$ cat src/rtl/wide_compare_pkg.sv
// Shared definitions for the sequential wide magnitude comparator.
//   state_t     : FSM encoding {IDLE, RUN, DONE}
//   NIB_W       : width of one compared slice (one nibble)
//   idx_width() : bits needed for a nibble index, never less than 1
package wide_compare_pkg;

    typedef enum logic [1:0] {
        IDLE = 2'd0,
        RUN  = 2'd1,
        DONE = 2'd2
    } state_t;

    localparam int NIB_W = 4;

    function automatic int idx_width(input int n);
        return (n <= 1) ? 1 : $clog2(n);
    endfunction

endpackage

$ cat src/rtl/comparator4bit.sv
// Combinational 4-bit unsigned magnitude comparator.
//   a, b       : operands
//   lt, eq, gt : one-hot relation of a to b
module comparator4bit (
    input  logic [3:0] a,
    input  logic [3:0] b,
    output logic       lt,
    output logic       eq,
    output logic       gt
);

    assign lt = (a <  b);
    assign eq = (a == b);
    assign gt = (a >  b);

endmodule

$ cat src/rtl/wide_compare_seq.sv
// Sequential magnitude comparator for W = 4*NIBBLES bit unsigned operands.
// One nibble is compared per clock, MSB first, stopping at the first
// unequal nibble, so a single comparator4bit serves any operand width.
//
// Ports:
//   clk, rst_n        : clock, synchronous active-low reset
//   start_valid/ready : request handshake; a_in/b_in sampled on handshake
//   res_valid/ready   : result handshake; lt/eq/gt/diff_idx valid with res_valid
//   diff_idx          : index of the deciding nibble (0 = LS nibble, 0 if equal)
//   dbg_state_o       : current FSM state for observation
//
// Handshake: a transfer happens on a rising edge where valid and ready are
// both 1. ready/valid outputs depend only on registered state and rst_n,
// never combinationally on the partner's valid/ready.
module wide_compare_seq
    import wide_compare_pkg::*;
#(
    parameter int NIBBLES = 4,
    localparam int W      = NIB_W * NIBBLES,
    localparam int IW     = idx_width(NIBBLES)
) (
    input  logic          clk,
    input  logic          rst_n,
    input  logic          start_valid,
    output logic          start_ready,
    input  logic [W-1:0]  a_in,
    input  logic [W-1:0]  b_in,
    output logic          res_valid,
    input  logic          res_ready,
    output logic          lt,
    output logic          eq,
    output logic          gt,
    output logic [IW-1:0] diff_idx,
    output logic [1:0]    dbg_state_o
);

    state_t        state_q, state_d;
    logic [W-1:0]  a_q, a_d;
    logic [W-1:0]  b_q, b_d;
    logic [IW-1:0] idx_q, idx_d;
    logic          lt_q, lt_d;
    logic          eq_q, eq_d;
    logic          gt_q, gt_d;
    logic [IW-1:0] diff_q, diff_d;

    logic [NIB_W-1:0] a_nib, b_nib;
    logic             cmp_lt, cmp_eq, cmp_gt;

    // Nibble select mux: the slice under test is addressed by the pointer.
    assign a_nib = a_q[{idx_q, 2'b00} +: NIB_W];
    assign b_nib = b_q[{idx_q, 2'b00} +: NIB_W];

    comparator4bit u_cmp (
        .a  (a_nib),
        .b  (b_nib),
        .lt (cmp_lt),
        .eq (cmp_eq),
        .gt (cmp_gt)
    );

    always_comb begin
        state_d = state_q;
        a_d     = a_q;
        b_d     = b_q;
        idx_d   = idx_q;
        lt_d    = lt_q;
        eq_d    = eq_q;
        gt_d    = gt_q;
        diff_d  = diff_q;

        unique case (state_q)
            IDLE: begin
                if (start_valid) begin
                    a_d     = a_in;
                    b_d     = b_in;
                    idx_d   = IW'(NIBBLES - 1);
                    state_d = RUN;
                end
            end
            RUN: begin
                if (!cmp_eq) begin
                    lt_d    = cmp_lt;
                    gt_d    = cmp_gt;
                    eq_d    = 1'b0;
                    diff_d  = idx_q;
                    state_d = DONE;
                end else if (idx_q == '0) begin
                    lt_d    = 1'b0;
                    gt_d    = 1'b0;
                    eq_d    = 1'b1;
                    diff_d  = '0;
                    state_d = DONE;
                end else begin
                    idx_d = idx_q - IW'(1);
                end
            end
            DONE: begin
                if (res_ready) begin
                    // Flags are cleared on exit; diff_idx keeps its value.
                    lt_d    = 1'b0;
                    eq_d    = 1'b0;
                    gt_d    = 1'b0;
                    state_d = IDLE;
                end
            end
            default: state_d = IDLE;
        endcase
    end

    always_ff @(posedge clk) begin
        if (!rst_n) begin
            state_q <= IDLE;
            a_q     <= '0;
            b_q     <= '0;
            idx_q   <= '0;
            lt_q    <= 1'b0;
            eq_q    <= 1'b0;
            gt_q    <= 1'b0;
            diff_q  <= '0;
        end else begin
            state_q <= state_d;
            a_q     <= a_d;
            b_q     <= b_d;
            idx_q   <= idx_d;
            lt_q    <= lt_d;
            eq_q    <= eq_d;
            gt_q    <= gt_d;
            diff_q  <= diff_d;
        end
    end

    // Reset forces the handshake outputs low even before the reset edge.
    assign start_ready = rst_n && (state_q == IDLE);
    assign res_valid   = rst_n && (state_q == DONE);
    assign lt          = res_valid && lt_q;
    assign eq          = res_valid && eq_q;
    assign gt          = res_valid && gt_q;
    assign diff_idx    = diff_q;
    assign dbg_state_o = state_q;

endmodule

$ cat config.mk
export PLATFORM = sky130hd
export DESIGN_NAME = wide_compare_seq
export DESIGN_NICKNAME = d
export VERILOG_FILES = /design/src/rtl/wide_compare_pkg.sv /design/src/rtl/comparator4bit.sv /design/src/rtl/wide_compare_seq.sv
export SDC_FILE = /design/constraint.sdc
export NUM_CORES = 1
export LEC_CHECK = 0
export BUFFER_PORTS_ARGS = -buffer_cell sky130_fd_sc_hd__buf_2
export CAP_MARGIN = 40
export CORE_ASPECT_RATIO = 1.4
export CORE_MARGIN = 10
export CORE_UTILIZATION = 30
export CTS_CLUSTER_DIAMETER = 120
export DETAILED_ROUTE_END_ITERATION = 6
export PLACE_DENSITY_LB_ADDON = 0.2
export SLEW_MARGIN = 20
export SYNTH_ARGS = -nofsm -noshare
export SYNTH_HDL_FRONTEND = slang
export SYNTH_SLANG_ARGS = --single-unit
$ cat constraint.sdc
create_clock -name clk -period 3 [get_ports clk]
set_clock_uncertainty 0.15 [all_clocks]
set_input_delay 0.6 -clock clk [delete_from_list [all_inputs] [get_ports clk]]
set_output_delay 0.6 -clock clk [all_outputs]
set_load 0.05 [all_outputs]
Word-level counts from Yosys, hierarchy flattened
Cells that the tools add are included.

Word-level logic and storage cells: 56. Memories kept: 0. Bits in registers: 41. Bits in latches: 0. Memory bits (read-only): 0. RAM bits: 0. Output and inout port bits: 9. Input bits: 36.

$mul: 0. Equal/unequal tests: 9. Add/subtract/negate cells: 1. Divide/modulo/power cells: 0. Bitwise gates (word level): 0. Reduce and logical (&&, ||, !) cells: 14. Shift-type cells: 2. Magnitude comparators: 2. Mux-type cells: 20.

Operator list (count): $shiftx 16x5->4 (2); $mux 2 (9); $ne 2x2->1 const B (4); $mux 1 (6); $pmux 1 s2 (3); $pmux 2 s3 (1); $reduce_and 3->1 (2); $logic_and 1x1->1 (5); $eq 4x4->1 (1); $gt 4x4->1 (1); $logic_not 2->1 (2); $lt 4x4->1 (1); $pmux 2 s2 (1); $reduce_and 2->1 (2); $reduce_and 4->1 (1); $reduce_bool 2->1 (2); $ne 3x3->1 const B (1); $eq 2x1->1 const B (1); $eq 2x2->1 const B (1); $ne 2x1->1 const B (1); $sub 2x1->2 const B (1).

Depth between registers and ports, before layout
Depth in word-level cells: 4. Mapped depth: 8. Gate-level depth less buffers: 7.

By module
From an unflattened synthesis, not the netlist that was laid out.

Cells, all modules: 217. Area, all modules: 1856.8 µm².

Modules (own cells, without submodules): wide_compare_seq (cells an instance 201, times used 1, seq. area each 820.8 µm², area an instance 1727.9 µm²); comparator4bit (cells an instance 16, times used 1, seq. area each 0.0 µm², area an instance 128.9 µm²).

Worst setup path after synthesis
OpenSTA, ideal clock, no wires.

Path type: flip-flop to output port. Start: register state_q[1], in the netlist dbg_state_o[1]. End: output eq. Path buffers: 0. Stages on the path, launching flop included: 3. Arrival time: 2.585 ns. Required time: 2.250 ns. Setup slack: -0.335 ns. Cell sequence: dfxtp_1 > nor3b_1 > and2_1.

Longest elaborated chain between the ends: 3.

RTL lines: start, declared (line wide_compare_seq.sv:37) `state_t state_q, state_d;`; start signal, assigned (line wide_compare_seq.sv:121) `state_q <= state_d;`; $eq 2x2->1 (line wide_compare_seq.sv:134) `assign res_valid = rst_n && (state_q == DONE);`; $logic_and 1x1->1 (line wide_compare_seq.sv:134); named net res_valid (line wide_compare_seq.sv:28) `output logic res_valid,`; $logic_and 1x1->1 (line wide_compare_seq.sv:136) `assign eq = res_valid && eq_q;`; end, declared (line wide_compare_seq.sv:31) `output logic eq,`.

The timed path passes the listed nets, and every way through them passes these cells.

Worst setup path after layout
Start: register idx_q[0]. End: register idx_q[1].

Longest elaborated chain between the ends: 4. Elaborated cells on any way between the ends: 11. Those cells by class: add/sub (1); eq/ne (3); shift (2); mux (3); reduce/logical (2).

RTL lines: start, declared (line wide_compare_seq.sv:40) `logic [IW-1:0] idx_q, idx_d;`; start signal, assigned (line wide_compare_seq.sv:124) `idx_q <= idx_d;`; $shiftx 16x5->4, or another cell as far along (line wide_compare_seq.sv:50) `assign a_nib = a_q[{idx_q, 2'b00} +: NIB_W];`; $eq 4x4->1 or $mux 2 (tied branches) (line comparator4bit.sv:13, wide_compare_seq.sv:87); $ne 2x2->1 (no line) or $mux 2 (tied branches); $reduce_and 4->1 (no line) or $pmux 2 s2 (tied branches).

Parallel ways exist; a longest one is shown, timed or not. The select of a mux whose other input is x is not followed. A chain may end at the register's enable or synchronous reset.

==> reports/results.ini <==
[status]
outcome = finished, final reports clean

[cells_and_area]
areaGrowthSynthToFinish_pct = 18.0
drive_gt1_share_pct = 26.3
antennaDiodeCount = 0
nets = 295
fin_area_mm2 = 0.00227

[clock_network]
cts-resized-gates = 0
cts_made_buffers = 5
cts_sinks = 41
cts_setup_buffers = 0
ctsRootBufferMaster = clkbuf_8
insertion_delay_ps = 290
h-tree-depth = 2
holdBufCountCts = 0
clockBufferDepth = 2
clkTransAtPathRegs_ps = 80
cts_tree = done

[yosys]
yosys.area.top_type = dfxtp_1
seq_area_frac_synth_pct = 42.6
synth_top_area_share_pct = 42.6
synthFlopType = dfxtp_1
synth.most_common_cell = nand2_1
synth.area.top_cells = dfxtp_1, nand2_1, a21boi_0
syn_nets = 254
yosysWarnings = 0
postSynthAreaPerCell_um2 = 9.05
synth_edf_count = 0
yosysUniqueCellTypes = 29
ys_ff_latch = 41
synth_common_cells = nand2_1, dfxtp_1, a21boi_0
postSynthCellCount = 213
syn-cell-area_mm2 = 0.00193
async_reset_ff_share_pct = 0

[critical_path]
path_cells = buf_4, mux4_2, ha_1, nand4_1, nor3_4, nor3_1, a211oi_1
worstSetupStartpointType = flop
cpPeakStageDelay_ps = 520
worstPathRequired_ps = 3060
crit_family = simple AND/OR/NAND/NOR gates
worstPathArrival_ps = 2560
crit_type = flop to flop
worstPathMaxFanout = 9
crit_buf_inv = 1
cp-end-kind = flop
critPathSlowestCell = mux4_2

[global_route]
grt_pass1_wl_um = 7600
grt.total_usage_pct = 9.25
antenna_found_initial = 0
overflow = 0
grt_max_degree = 41
grt_pass1_vias = 1605

[pwr]
power_density_mw_per_mm2 = 600
p_clk_share_pct = 32.5
power_frac_comb_pct = 21.5
max-vdd-ir-drop_mv = 0.271
switchingPower_mw = 0.399
intPower_mw = 0.964
p_seq_share_pct = 46.0
p_sw_share_pct = 29.3
p_leak_nw = 0.943

[sta]
finalSetupTns_ps = 0
fin_crit_sh_pct = 83.5
min_period_ps = 2500
finalSetupViolations = 0
hold_viol_final = 0
fmax_ghz = 0.399
worst_pin_slew_ps = 622
slew-limit-headroom_pct = 58.5
slew_violations = 0
rsz0062_at_grt = no

[placement]
place.gp.congestion = 0.786
detailed_place.area_mm2 = 0.00216
io_buffers = 44
hpwl_um = 3240

[die]
num_rows = 34
initial_utilization_pct = 31.0
coreArea_mm2 = 0.00621
io-pin-count = 45
die_h_um = 115
die_w_um = 87.7
die_area_mm2 = 0.0101

[job]
max_cap_violations = 0

[detailed_routing]
drt-total-wl_um = 4400
viasPerCell = 4.61
num_vias = 1507
firstDrtPassIters = 4
drt_iter0_markers = 47
drc = 0
detail-route-antenna-nets = 0
wl_per_cell_um = 13.5

[worst_hold_path]
hp-class = flop to flop

sequential cells by signal, indices dropped and copies added, names as in the netlist:
register,count
b_q,16
lt_q,1
idx_q,2
a_q,16
diff_idx,2
gt_q,1
dbg_state_o,2
eq_q,1
layer usage:
metal	GRT usage [%]	wire length, um
met1	10.5	1890
met2	15.2	2180
met3	3.33	239
met4	3.84	88
met5	0	0
cell families after synthesis:
group                    synth area share, %
AO/OA/AOI/OAI                           17.3
buffers and inverters                   6.88
AND/OR/NAND/NOR                         20.7
adder cells (fa/ha/maj)                 3.25
multiplexers                            9.35
flip-flops                              42.6
layout make-up:
type	count	area, um2
clock buffer	6	72.6
timing repair buffer	47	243
multi-input combinational	151	978
clock inverter	2	38.8
sequential	41	821
tap	72	90.1
inverter	8	30.0
fill	665	3940
per-stage QoR:
stage               hold slack [ps]  setup slack (ps)  cells  util [%]  total power, mW
floorplan                       282               220    213         -            0.874
global placement                293               525    319      34.8            0.936
detailed placement              298               498    319      34.8            0.940
CTS                             309               465    327      36.6             1.39
global route                    333               297    327      36.6             1.45
finish                          304               496    327      36.6             1.36
final timing paths:
| check | from | end | slack [ps] | depth (start not counted) |
|---|---|---|---|---|
| worst min-delay path | b_q[11]$_SDFFE_PN0P_ | b_q[11]$_SDFFE_PN0P_ | 300 | 2 |
| worst min register to register | b_q[11]$_SDFFE_PN0P_ | b_q[11]$_SDFFE_PN0P_ | 300 | 2 |
| worst max-delay path | idx_q[0]$_SDFFE_PN0P_ | idx_q[1]$_SDFFE_PN0P_ | 500 | 7 |
| worst max register to register | idx_q[0]$_SDFFE_PN0P_ | idx_q[1]$_SDFFE_PN0P_ | 500 | 7 |
power groups by stage:
stage	combinational [mW]	sequential, mW	clock [mW]
2_1_floorplan	0.234	0.640	0
3_3_place_gp	0.295	0.642	0
3_5_place_dp	0.299	0.641	0
4_1_cts	0.300	0.628	0.458
5_1_grt	0.331	0.635	0.483
6_report	0.293	0.627	0.443
tightest hold or removal path: cells and delay by family (launching register included):
kind | cells | cell delay (ps)
flops | 1 | 310
compound gates | 1 | 50
simple gates | 1 | 50
cell usage in the layout, fill, tap and decap left out, drive strengths merged:
cell type  netlist  routed
o21ai            1       1
nand4            1       1
mux4             8       8
nor2b            1       1
and2             4       4
buf              9      47
nor3             4       4
a21boi          32      32
o22ai            1       1
clkinv           0       1
o2bb2ai          1       1
o21a             2       2
and2b            2       2
o32ai            2       2
nand2b           1       1
nor2             5       5
inv              8       8
a21oi            2       2
nor3b            1       1
nand2           74      74
bufinv           0       1
a211oi           2       2
a22oi            2       2
ha               5       5
dfxtp           41      41
clkbuf           4       6
Power figures use the tool's default switching activity.
